$ cat src/rtl/bp_stream_host_router.sv
// Host-side stream router: address-decoded inbound fan-out to per-channel FIFOs,
// round-robin merge of channel streams into one registered host stream.
module bp_stream_host_router #(
    parameter int          num_chan_p          = 2,
    parameter int          stream_addr_width_p = 32,
    parameter int          stream_data_width_p = 32,
    parameter int unsigned base_addr_p         = 'h10,
    parameter int unsigned addr_stride_p       = 'h10,
    parameter int unsigned status_addr_p       = 'hF0,
    parameter int          fifo_els_p          = 4,
    localparam int         chan_w_lp = (num_chan_p > 1) ? $clog2(num_chan_p) : 1
) (
    input  logic                                     clk_i,
    input  logic                                     reset_n_i,
    input  logic                                     stream_v_i,
    input  logic [stream_addr_width_p-1:0]           stream_addr_i,
    input  logic [stream_data_width_p-1:0]           stream_data_i,
    output logic                                     stream_yumi_o,
    output logic [num_chan_p-1:0]                    chan_v_o,
    output logic [num_chan_p*stream_data_width_p-1:0] chan_data_o,
    input  logic [num_chan_p-1:0]                    chan_yumi_i,
    input  logic [num_chan_p-1:0]                    chan_v_i,
    input  logic [num_chan_p*stream_data_width_p-1:0] chan_data_i,
    output logic [num_chan_p-1:0]                    chan_ready_o,
    output logic                                     stream_v_o,
    output logic [stream_data_width_p-1:0]           stream_data_o,
    output logic [chan_w_lp-1:0]                     stream_chan_o,
    input  logic                                     stream_ready_i,
    output logic [15:0]                              unmapped_cnt_o
);

    localparam int ptr_w_lp = $clog2(fifo_els_p);
    localparam int cnt_w_lp = $clog2(fifo_els_p + 1);
    localparam int dw_lp    = stream_data_width_p;

    function automatic logic status_aliases();
        logic a;
        a = 1'b0;
        for (int k = 0; k < num_chan_p; k++) begin
            if (base_addr_p + k * addr_stride_p == status_addr_p) a = 1'b1;
        end
        return a;
    endfunction

    localparam logic status_alias_lp = status_aliases();

    function automatic logic [ptr_w_lp-1:0] ptr_next(input logic [ptr_w_lp-1:0] p);
        return (p == ptr_w_lp'(fifo_els_p - 1)) ? '0 : p + 1'b1;
    endfunction

    logic [num_chan_p-1:0] hit;
    logic [num_chan_p-1:0] full;
    logic                  status_hit;
    logic                  chan_hit;
    logic                  status_wr;
    logic                  drop;

    for (genvar k = 0; k < num_chan_p; k++) begin : g_hit
        assign hit[k] = (stream_addr_i ==
                         stream_addr_width_p'(base_addr_p + k * addr_stride_p));
    end

    assign status_hit = (stream_addr_i == stream_addr_width_p'(status_addr_p));
    assign chan_hit   = |hit;

    // Blocked only when the addressed FIFO is full; everything else drains at once.
    assign stream_yumi_o = reset_n_i & stream_v_i & ~(|(hit & full));
    assign status_wr     = stream_yumi_o & status_hit;
    assign drop          = stream_yumi_o & ~chan_hit & ~status_hit;

    for (genvar k = 0; k < num_chan_p; k++) begin : g_fifo
        logic [dw_lp-1:0]    mem [fifo_els_p];
        logic [ptr_w_lp-1:0] rd_ptr;
        logic [ptr_w_lp-1:0] wr_ptr;
        logic [cnt_w_lp-1:0] count;
        logic                enq;
        logic                deq;

        assign full[k]                   = (count == cnt_w_lp'(fifo_els_p));
        assign chan_v_o[k]               = (count != '0);
        assign chan_data_o[k*dw_lp +: dw_lp] = mem[rd_ptr];
        assign enq                       = stream_yumi_o & hit[k];
        assign deq                       = chan_yumi_i[k] & chan_v_o[k];

        always_ff @(posedge clk_i or negedge reset_n_i) begin
            if (!reset_n_i) begin
                rd_ptr <= '0;
                wr_ptr <= '0;
                count  <= '0;
            end else begin
                if (enq) wr_ptr <= ptr_next(wr_ptr);
                if (deq) rd_ptr <= ptr_next(rd_ptr);
                if (enq & ~deq) begin
                    count <= count + 1'b1;
                end else if (deq & ~enq) begin
                    count <= count - 1'b1;
                end
            end
        end

        always_ff @(posedge clk_i) begin
            if (enq) mem[wr_ptr] <= stream_data_i;
        end
    end

    always_ff @(posedge clk_i or negedge reset_n_i) begin
        if (!reset_n_i) begin
            unmapped_cnt_o <= '0;
        end else if (status_wr) begin
            unmapped_cnt_o <= '0;
        end else if (drop && unmapped_cnt_o != 16'hFFFF) begin
            unmapped_cnt_o <= unmapped_cnt_o + 16'd1;
        end
    end

    logic                 free;
    logic                 found;
    logic [chan_w_lp-1:0] gidx;
    logic [chan_w_lp-1:0] rr_q;
    logic [chan_w_lp-1:0] rr_next;
    logic [chan_w_lp:0]   scan;
    logic [dw_lp-1:0]     gdata;

    assign free = reset_n_i & (~stream_v_o | stream_ready_i);

    // Scan channels starting at the rr pointer, wrapping past the last one.
    always_comb begin
        found = 1'b0;
        gidx  = '0;
        scan  = '0;
        for (int i = 0; i < num_chan_p; i++) begin
            scan = {1'b0, rr_q} + (chan_w_lp + 1)'(i);
            if (scan >= (chan_w_lp + 1)'(num_chan_p)) begin
                scan = scan - (chan_w_lp + 1)'(num_chan_p);
            end
            if (!found && chan_v_i[scan[chan_w_lp-1:0]]) begin
                found = 1'b1;
                gidx  = scan[chan_w_lp-1:0];
            end
        end
    end

    always_comb begin
        chan_ready_o = '0;
        if (free & found) chan_ready_o[gidx] = 1'b1;
    end

    assign gdata   = chan_data_i[gidx*dw_lp +: dw_lp];
    assign rr_next = (gidx == chan_w_lp'(num_chan_p - 1)) ? '0 : gidx + 1'b1;

    always_ff @(posedge clk_i or negedge reset_n_i) begin
        if (!reset_n_i) begin
            stream_v_o    <= 1'b0;
            stream_data_o <= '0;
            stream_chan_o <= '0;
            rr_q          <= '0;
        end else if (free) begin
            if (found) begin
                stream_v_o    <= 1'b1;
                stream_data_o <= gdata;
                stream_chan_o <= gidx;
                rr_q          <= rr_next;
            end else begin
                stream_v_o    <= 1'b0;
            end
        end
    end

    always @(posedge clk_i) begin
        if (reset_n_i) begin
            assert (!(|(chan_yumi_i & ~chan_v_o)));
            assert (!status_alias_lp);
        end
    end

endmodule

$ cat config.mk
export PLATFORM = sky130hd
export DESIGN_NAME = bp_stream_host_router
export DESIGN_NICKNAME = d
export VERILOG_FILES = /design/src/rtl/bp_stream_host_router.sv
export SDC_FILE = /design/constraint.sdc
export NUM_CORES = 1
export LEC_CHECK = 0
export ABC_CLOCK_PERIOD_IN_PS = 2300
export BUFFER_PORTS_ARGS = -buffer_cell sky130_fd_sc_hd__buf_4
export CAP_MARGIN = 10
export CORE_UTILIZATION = 30
export CTS_BUF_LIST = sky130_fd_sc_hd__clkbuf_16
export DETAILED_ROUTE_END_ITERATION = 8
export GPL_TIMING_DRIVEN = 1
export PLACE_DENSITY = 0.49
export RECOVER_POWER = 50
export SYNTH_ARGS = -nofsm -noshare
export SYNTH_HDL_FRONTEND = slang
export SYNTH_SLANG_ARGS = --single-unit
$ cat constraint.sdc
create_clock -name clk_i -period 2.3 [get_ports clk_i]
set_input_delay 0.46 -clock clk_i [delete_from_list [all_inputs] [get_ports clk_i]]
set_output_delay 0.46 -clock clk_i [all_outputs]
set_load 0.05 [all_outputs]
# After elaboration in Yosys (flattened, before gate mapping)
# Memory sizes are Yosys's and may differ from the RTL's.
# Cells that the tools add are included.
dict set report op_classes {
  add_sub_neg 13
  order_cmp 6
  n_eq_ne 10
  shift 1
  mux 29
  n_bitwise 25
  n_reduce_logical 12
}
# cell count
set ops {}
lappend ops {{indexed part select 64 x 7 -> 32 bit} 1}
lappend ops {{equality test 32 x 5 -> 1 bit (second input constant)} 1}
lappend ops {{equality test 32 x 6 -> 1 bit (second input constant)} 1}
lappend ops {{equality test 32 x 8 -> 1 bit (second input constant)} 1}
lappend ops {{two-way mux 16 bit} 2}
lappend ops {{two-way mux 1 bit} 17}
lappend ops {{adder 16 x 1 -> 16 bit (second input constant)} 1}
lappend ops {{!= test 16 bit (second input constant)} 1}
lappend ops {{AND 1 bit} 15}
lappend ops {{two-way mux 3 bit} 4}
lappend ops {{two-way mux 2 bit} 5}
lappend ops {{adder 2 x 1 -> 2 bit (second input constant)} 4}
lappend ops {{equality test 2 bit (second input constant)} 4}
lappend ops {{NOT 1 bit} 8}
lappend ops {{adder 3 x 1 -> 3 bit (second input constant)} 2}
lappend ops {{equality test 3 bit (second input constant)} 2}
lappend ops {{less-than comparator 1 x 2 -> 1 bit (second input constant)} 3}
lappend ops {{nonzero test 2 bit} 3}
lappend ops {{nonzero test 3 bit} 2}
lappend ops {{subtractor 3 x 1 -> 3 bit (second input constant)} 2}
lappend ops {{OR reduction 2 bit} 2}
lappend ops {{logical AND 1 bit} 3}
lappend ops {{adder 1 x 1 -> 2 bit (second input constant)} 1}
lappend ops {{AND 2 bit} 1}
lappend ops {{other kinds (9)} 10}
dict set report totals {
  register_bits 65
  mem_bits_rw 256
  inputBits 136
  output_inout_bits 119
  wordCells 109
  mem_count 2
}
# name words width read_ports rd_clocked_by_memory_dff write_ports line_no
set memory_table {}
lappend memory_table {{g_fifo[0].mem} 4 32 1 0 1 72} ;# logic [dw_lp-1:0] mem [fifo_els_p];
lappend memory_table {{g_fifo[1].mem} 4 32 1 0 1 72}

# Depth between registers and ports, before layout
# Gate-level depths: netlist of the first run.
dict set report logic_depth {
  ltp_word 13
  ltp_mapped 11
  depth_no_buf 10
}

# Worst setup path before layout of the first run
# No wires, ideal clock.
dict set report synth_timing {
  kind {in2reg}
  start {input stream_addr_i[18]}
  end {memory g_fifo[1].mem[3][0] (netlist name), enable pin}
  setup_time_ps 392
  arrival_time_ps 2358
  required_ps 1908
  setup_slack_ps -450
  cell_stages 6
  n_path_buf 1
  path_cell_list {nor4_1 nand4_1 nor2_1 and3_1 clkbuf_1 and2_1}
}
dict set report synth_via {
  elab_chain_cells 8
  elab_cells_between_ends 9
  classes_between {eq/ne (2); mux (2); bitwise (4); reduce/logical (1)}
}
# element line_no
set synth_lines {}
lappend synth_lines {{start: declaration} 16} ;# input logic [stream_addr_width_p-1:0] stream_addr_i,
lappend synth_lines {{equality test 32 x 5 -> 1 bit / equality test 32 x 6 -> 1 bit (equally long branches)} 59} ;# assign hit[k] = (stream_addr_i ==
lappend synth_lines {{AND 2 bit} 67} ;# assign stream_yumi_o = reset_n_i & stream_v_i & ~(|(hit & full));
lappend synth_lines {{OR reduction 2 bit} 67}
lappend synth_lines {{NOT 1 bit} 67}
lappend synth_lines {{AND 1 bit} 67}
lappend synth_lines {{AND 1 bit *} 82} ;# assign enq = stream_yumi_o & hit[k];
lappend synth_lines {{named net g_fifo[1].enq} 76} ;# logic enq;
lappend synth_lines {{two-way mux 1 bit *} 102} ;# if (enq) mem[wr_ptr] <= stream_data_i;
lappend synth_lines {{two-way mux 1 bit (implied by the code) *} 102}
lappend synth_lines {{end: declaration} 72}
# The timed path passes the listed nets; every way through them passes the cells marked *.

# Worst setup path in the final report of the first run
dict set report layout_timing {
  start {register g_fifo[1].rd_ptr[0]}
  end {output chan_data_o[55]}
}
dict set report layout_via {
  elab_chain_cells 1
}
# element line_no
set layout_lines {}
lappend layout_lines {{start: declaration} 73} ;# logic [ptr_w_lp-1:0] rd_ptr;
lappend layout_lines {{start signal: assignment} 92} ;# if (deq) rd_ptr <= ptr_next(rd_ptr);
lappend layout_lines {{memory read (4 x 32 bit)} --}
lappend layout_lines {{end: declaration} 20} ;# output logic [num_chan_p*stream_data_width_p-1:0] chan_data_o,
# Every way passes these cells.

==> impl_metrics.py, run 1 <==
metrics = {
    "layout": {
        "fin_nets": 1144,
        "stdcell_area_um2": 17200,
        "area_growth_pct": 38.2,
        "fill_cells": 3758,
        "post-route-util": 0.421,
        "final_cells": 1554,
        "final_common_cell": "edfxtp_1",
        "area.sequential_um2": 9320,
        "drive_above_1_share": 0.429,
        "multi_input_area_um2": 3030,
        "antenna_cells": 0,
        "layout_common_cells": "edfxtp_1, buf_4, mux4_2, dfrtp_1, clkbuf_1",
    },
    "yosys": {
        "synth_edf_count": 256,
        "netlist_instances": 651,
        "yosys_most_used_dff": "edfxtp_1",
        "ys_ff_latch": 321,
        "synth_area_um2": 12500,
        "synth_seq_area_share": 0.748,
        "syn-num-nets": 802,
        "synth_cell_types": 40,
        "yosysWarnings": 0,
        "synth_area_per_cell_um2": 19.1,
        "async_flop_share": 0.202,
    },
    "global_routing": {
        "overflow": 0,
        "grt_max_degree": 32,
        "grt_pass1_wl_mm": 47.7,
        "grt_pass1_vias": 7767,
        "antenna_found_initial": 0,
        "track_usage": 0.153,
    },
    "floorplanning": {
        "die_w_um": 206,
        "fp.dieH_um": 206,
        "ios": 255,
        "placementRows": 74,
        "fp.coreArea_um2": 40900,
        "initial_utilization": 0.304,
        "dieArea_um2": 42300,
    },
    "setup_path": {
        "crit_type": "flip-flop to primary output",
        "crit_path_cell_trace": "buf_12, buf_16, mux4_2, buf_8",
        "cp-start-kind": "flip-flop",
        "worstPathRequired_ps": 1840,
        "worstPathArrival_ps": 1970,
        "cpPeakStageDelay_ps": 530,
        "crit_path_start": "g_fifo[1].rd_ptr[0]",
        "worstPathMaxFanout": 7,
        "worst_r2r_startpoint": "g_fifo[0].count[2]",
        "critPathSlowestCell": "mux4_2",
        "endpoint_kind": "primary output",
    },
    "power": {
        "power_density_nw_per_um2": 799,
        "power_mw": 13.8,
        "cellLeakagePower_nw": 6.50,
        "peakVddDrop_mv": 0.451,
    },
    "sta": {
        "fin_crit_sh": 1.06,
        "holdWs_ps": 155,
        "slew-limit-headroom": 0.302,
        "period_needed_ps": 2430,
        "grt_setup_unrepaired": "true",
        "setup_ws_ps": -133,
        "fmax_mhz": 411,
        "setup_viol": 65,
        "finalSetupTns_ps": -6220,
        "slew_viol_final": 0,
        "skew_ps": 26.1,
        "worst_pin_slew_ps": 1050,
        "hold_viol_final": 0,
    },
    "detailed_routing": {
        "ant_nets": 0,
        "first_iter_violations": 460,
        "drc": 0,
        "vias_per_cell": 4.75,
        "finalWirelength_mm": 31.4,
        "vias": 7376,
        "first_pass_iters": 5,
        "routedWlPerCell_um": 20.2,
    },
    "clock_tree": {
        "insertion_delay_ps": 550,
        "cts_tree": "yes",
        "root_buffer": "clkbuf_16",
        "numCtsBuffers": 37,
        "clockBufferDepth": 3,
        "cts_sinks": 321,
        "clk_pin_slew_ps": 60,
        "h-tree-depth": 2,
    },
    "placed_design": {
        "place_ws_ps": -284,
        "dp_hpwl_mm": 20.8,
        "port_buffers": 254,
        "placed_area_um2": 15800,
        "gp_congestion": 0.776,
        "dp.cells": 1476,
    },
    "min_path": {
        "min_from": "chan_data_i[32]",
        "worstHoldPathType": "input port to flip-flop",
    },
    "run": {
        "max_cap_violations": 0,
    },
    "status": {
        "status": "finished with violations",
        "violations": "setup timing",
    },
}
[critical path, delay by kind of cell (launching register included)]
family / cells / cell delay [ps]
DFF: 1 / 450
buffers and inverters: 3 / 460
muxes: 1 / 530
[report_power, final]
| part | switching [mW] | total [mW] | internal [mW] | leakage, nW |
|---|---|---|---|---|
| clock | 2.35 | 5.71 | 3.36 | 0.608 |
| sequential | 0.126 | 6.58 | 6.45 | 3.11 |
| combinational | 1.01 | 1.47 | 0.457 | 2.78 |
[state kept, by name, indices dropped and copies added, names as in the netlist]
| name | count |
|---|---|
| g_fifo.count | 6 |
| g_fifo.mem | 256 |
| g_fifo.rd_ptr | 4 |
| g_fifo.wr_ptr | 4 |
| rr_q | 1 |
| stream_chan_o | 1 |
| stream_data_o | 32 |
| stream_v_o | 1 |
| unmapped_cnt_o | 16 |
[metal layers]
layer,routed length [um],global-route usage
met2,15300,0.250
met3,2050,0.0434
met1,13700,0.200
met4,492,0.0368
met5,0,0
[Yosys cell counts, types with 8 or more instances]
cell type,n,area (um2)
mux4_2,64,1440
a222oi_1,32,320
clkbuf_1,23,86.3
nor2_1,10,37.5
or4_1,8,60.1
o21ai_0,9,45.0
and3_1,8,50.1
a21oi_1,13,65.1
and2_1,8,50.1
edfxtp_1,256,7690
nand3_1,14,70.1
ha_1,13,163
inv_1,41,154
nand2_1,19,71.3
dfrtp_1,65,1630
or3_1,8,50.1
[cell families after synthesis]
kind of cell,count (synthesis),share of synthesized area
and+or+nand+nor,93,0.0409
adders and majority gates,15,0.0163
muxes,69,0.120
AOI/OAI and AO/OA,73,0.0470
buffers and inverters,73,0.0232
DFF,321,0.748
xor gates and xnor gates,7,0.00492
[worst paths after layout]
| kind | cells past startpoint | slack, ps | end |
|---|---|---|---|
| worst max-delay path | 4 | -130 | chan_data_o[55] |
| max in group asynchronous | 3 | 690 | g_fifo[1].rd_ptr[0] |
| worst max register to register | 10 | 50 | g_fifo[0].count[2] |
| worst min-delay path | 3 | 150 | stream_data_o[0] |
| min in group asynchronous | 3 | 550 | unmapped_cnt_o[15] |
| worst min register to register | 1 | 480 | rr_q |
[repair_timing]
item	in CTS	in global routing
buffers inserted	4	1
resized for setup	63	16
hold buffers	2	0
cloned	5	0
endpoints found under the hold margin	26	0
endpoints found under the setup margin	74	80
pin swaps	0	1
[cell type report]
class                   count  area share
multi-input cells         257       0.176
clock buffers              38      0.0552
flip-flops and latches    321       0.542
clock inverters            30      0.0141
inverters                  41     0.00894
repair buffers            335       0.165
well taps                 532      0.0387
Power figures use the tool's default switching activity.
==> inputs of run 2 (changes only) <==
--- a/config.mk
+++ b/config.mk
@@ -12,8 +12,8 @@
 export CTS_BUF_LIST = sky130_fd_sc_hd__clkbuf_16
 export DETAILED_ROUTE_END_ITERATION = 8
 export GPL_TIMING_DRIVEN = 1
-export PLACE_DENSITY = 0.49
-export RECOVER_POWER = 50
+export PLACE_DENSITY = 0.58
+export RECOVER_POWER = 100
 export SYNTH_ARGS = -nofsm -noshare
 export SYNTH_HDL_FRONTEND = slang
 export SYNTH_SLANG_ARGS = --single-unit
==> run 2 against run 1 <==
Compared with the run above:
- the flow still finishes with violations (setup timing)
- combinational power down 7%
- global-route usage down 1.4 points
- worst hold slack better by 8.0 ps
- critical endpoint is now chan_data_o[32]
==> impl_metrics.py, run 2 (synthesis results as in run 1) <==
metrics = {
    "status": {
        "status": "finished with violations",
        "violations": "setup timing",
    },
    "sta": {
        "period_needed_ps": 2410,
        "worst_pin_slew_ps": 673,
        "fmax_mhz": 415,
        "setup_viol": 73,
        "slew_viol_final": 0,
        "setup_ws_ps": -108,
        "slew-limit-headroom": 0.551,
        "hold_viol_final": 0,
        "grt_setup_unrepaired": "true",
        "fin_crit_sh": 1.05,
        "skew_ps": 15.5,
    },
    "global_routing": {
        "antenna_found_initial": 0,
        "use_met1": 0.184,
        "met2_usage": 0.227,
        "grt_pass1_wl_mm": 43.8,
        "top_usage_layer": "met2",
        "track_usage": 0.139,
        "use_met3": 0.0301,
        "grt_max_degree": 69,
        "overflow": 0,
        "grt_pass1_vias": 7481,
    },
    "power": {
        "cellLeakagePower_nw": 6.31,
        "p_sw_mw": 3.28,
        "power_density_nw_per_um2": 772,
        "pwr-share-clk": 0.394,
        "power_frac_seq": 0.502,
        "peakVddDrop_mv": 0.591,
        "p_sw_frac": 0.250,
        "intPower_mw": 9.81,
        "combPwrFrac": 0.105,
    },
    "layout": {
        "largest_register_ffs": 256,
        "layout_common_cells": "edfxtp_1, buf_4, clkbuf_1, mux4_2, buf_6",
        "area_growth_pct": 36.1,
        "final_cells": 1544,
        "final_common_cell": "edfxtp_1",
        "multi_input_area_um2": 3000,
        "drive_above_1_share": 0.388,
        "largest-register": "g_fifo.mem",
        "antenna_cells": 0,
        "fin_nets": 1140,
        "layout_top_registers": "g_fifo.mem: 256 flops, stream_data_o: 32 flops, unmapped_cnt_o: 16 flops",
        "area.sequential_um2": 9320,
        "fill_cells": 3771,
    },
    "clock_tree": {
        "clockBufferDepth": 3,
        "cts_sinks": 321,
        "numCtsBuffers": 35,
        "cts_tree": "yes",
        "root_buffer": "clkbuf_16",
        "insertion_delay_ps": 520,
        "clk_pin_slew_ps": 60,
        "h-tree-depth": 2,
    },
    "setup_path": {
        "reg2reg_to": "g_fifo[0].mem[2][15]",
        "cp-start-kind": "flip-flop",
        "worstPathRequired_ps": 1840,
        "crit_type": "flip-flop to primary output",
        "reg2regPathDepth": 7,
        "worstPathArrival_ps": 1950,
        "r2r_slack_ps": -10,
        "endpoint_kind": "primary output",
        "worstPathMaxFanout": 8,
        "worst_r2r_startpoint": "g_fifo[0].count[2]",
    },
    "detailed_routing": {
        "ant_nets": 0,
        "first_pass_iters": 7,
        "drc": 0,
        "vias_per_cell": 4.76,
        "finalWirelength_mm": 29.6,
        "vias": 7350,
        "routedWlPerCell_um": 19.2,
        "first_iter_violations": 463,
    },
    "floorplanning": {
        "fp.coreArea_um2": 40900,
        "placementRows": 74,
        "initial_utilization": 0.304,
        "dieArea_um2": 42300,
        "die_w_um": 206,
        "fp.dieH_um": 206,
        "ios": 255,
    },
    "placed_design": {
        "gp_congestion": 0.726,
        "place_ws_ps": -301,
        "port_buffers": 254,
        "dp_hpwl_mm": 19.4,
        "dp.cells": 1466,
    },
    "run": {
        "max_cap_violations": 0,
    },
    "min_path": {
        "min_from": "chan_data_i[63]",
        "hold_end": "stream_data_o[31]",
        "worstHoldPathType": "input port to flip-flop",
        "hold-path-cell-count": 3,
    },
}
==> run 2: cell count changes in the layout (fill, tap and decap cells not counted), moves of 2 or more <==
cell	previous run	this run
clkinv_2	8	3
inv_1	45	47
buf_6	51	63
bufinv_16	3	1
dlygate4sd3_1	2	0
clkbuf_1	56	88
inv_2	2	4
buf_4	197	151
==> run 2: worst max path at each step <==
| stage | startpoint | endpoint | slack, ps | cells past startpoint |
|---|---|---|---|---|
| 2_1_floorplan | stream_addr_i[10] | g_fifo[0].count[2] | -60 | 11 |
| 3_3_place_gp | stream_addr_i[6] | g_fifo[0].count[1] | -270 | 10 |
| 3_5_place_dp | stream_addr_i[6] | g_fifo[0].count[1] | -300 | 10 |
| 4_1_cts | g_fifo[1].rd_ptr[0] | chan_data_o[32] | -180 | 4 |
| 5_1_grt | g_fifo[1].rd_ptr[0] | chan_data_o[32] | -170 | 4 |
| 6_report | g_fifo[1].rd_ptr[0] | chan_data_o[32] | -110 | 4 |
==> run 2: power groups by stage <==
stage	registers [mW]	logic, mW	clock network [mW]
2_1_floorplan	7.28	0.257	0
3_3_place_gp	6.68	1.54	0
3_5_place_dp	6.68	1.56	0
4_1_cts	6.57	1.57	5.33
5_1_grt	6.58	1.47	5.53
6_report	6.56	1.37	5.15
==> run 2: worst max-delay path: stages, from the launching register on <==
cell	delay [ps]
dfrtp_2	410
buf_4	140
buf_12	130
mux4_2	560
buf_8	180
==> run 2: per-layer routing <==
layer | routed length, um | vias to the layer above
met4 | 494 | 0
met3 | 1580 | 33
met1 | 12700 | 3737
met2 | 14800 | 249
met5 | 0 | -
li1 | - | 3331
==> run 2: layout make-up <==
| class | count | area share |
|---|---|---|
| Tap cell | 532 | 0.0393 |
| Clock buffer | 37 | 0.0546 |
| Clock inverter | 23 | 0.00731 |
| Timing Repair Buffer | 333 | 0.163 |
| Inverter | 41 | 0.00908 |
| Sequential cell | 321 | 0.550 |
| Multi-Input combinational cell | 257 | 0.177 |
==> run 2: what timing repair did <==
item | 4_1_cts | 5_1_grt
endpoints found under the setup margin | 66 | 76
cloned | 3 | 3
hold endpoints to repair | 65 | 0
pin swaps | 0 | 4
buffers inserted | 9 | 3
resized for setup | 80 | 11
==> run 2: per-stage QoR <==
| stage | utilization | TNS (ps) | total power, mW | cell area, um2 | hold slack [ps] |
|---|---|---|---|---|---|
| finish | 0.414 | -3350 | 13.1 | 17000 | 163 |
| floorplan | - | -212 | 7.53 | 12600 | 164 |
| global placement | 0.382 | -26420 | 8.22 | 15600 | 458 |
| global route | 0.414 | -34520 | 13.6 | 17000 | 138 |
| detailed placement | 0.382 | -41610 | 8.24 | 15600 | 457 |
| CTS | 0.419 | -7200 | 13.5 | 17200 | -23.1 |
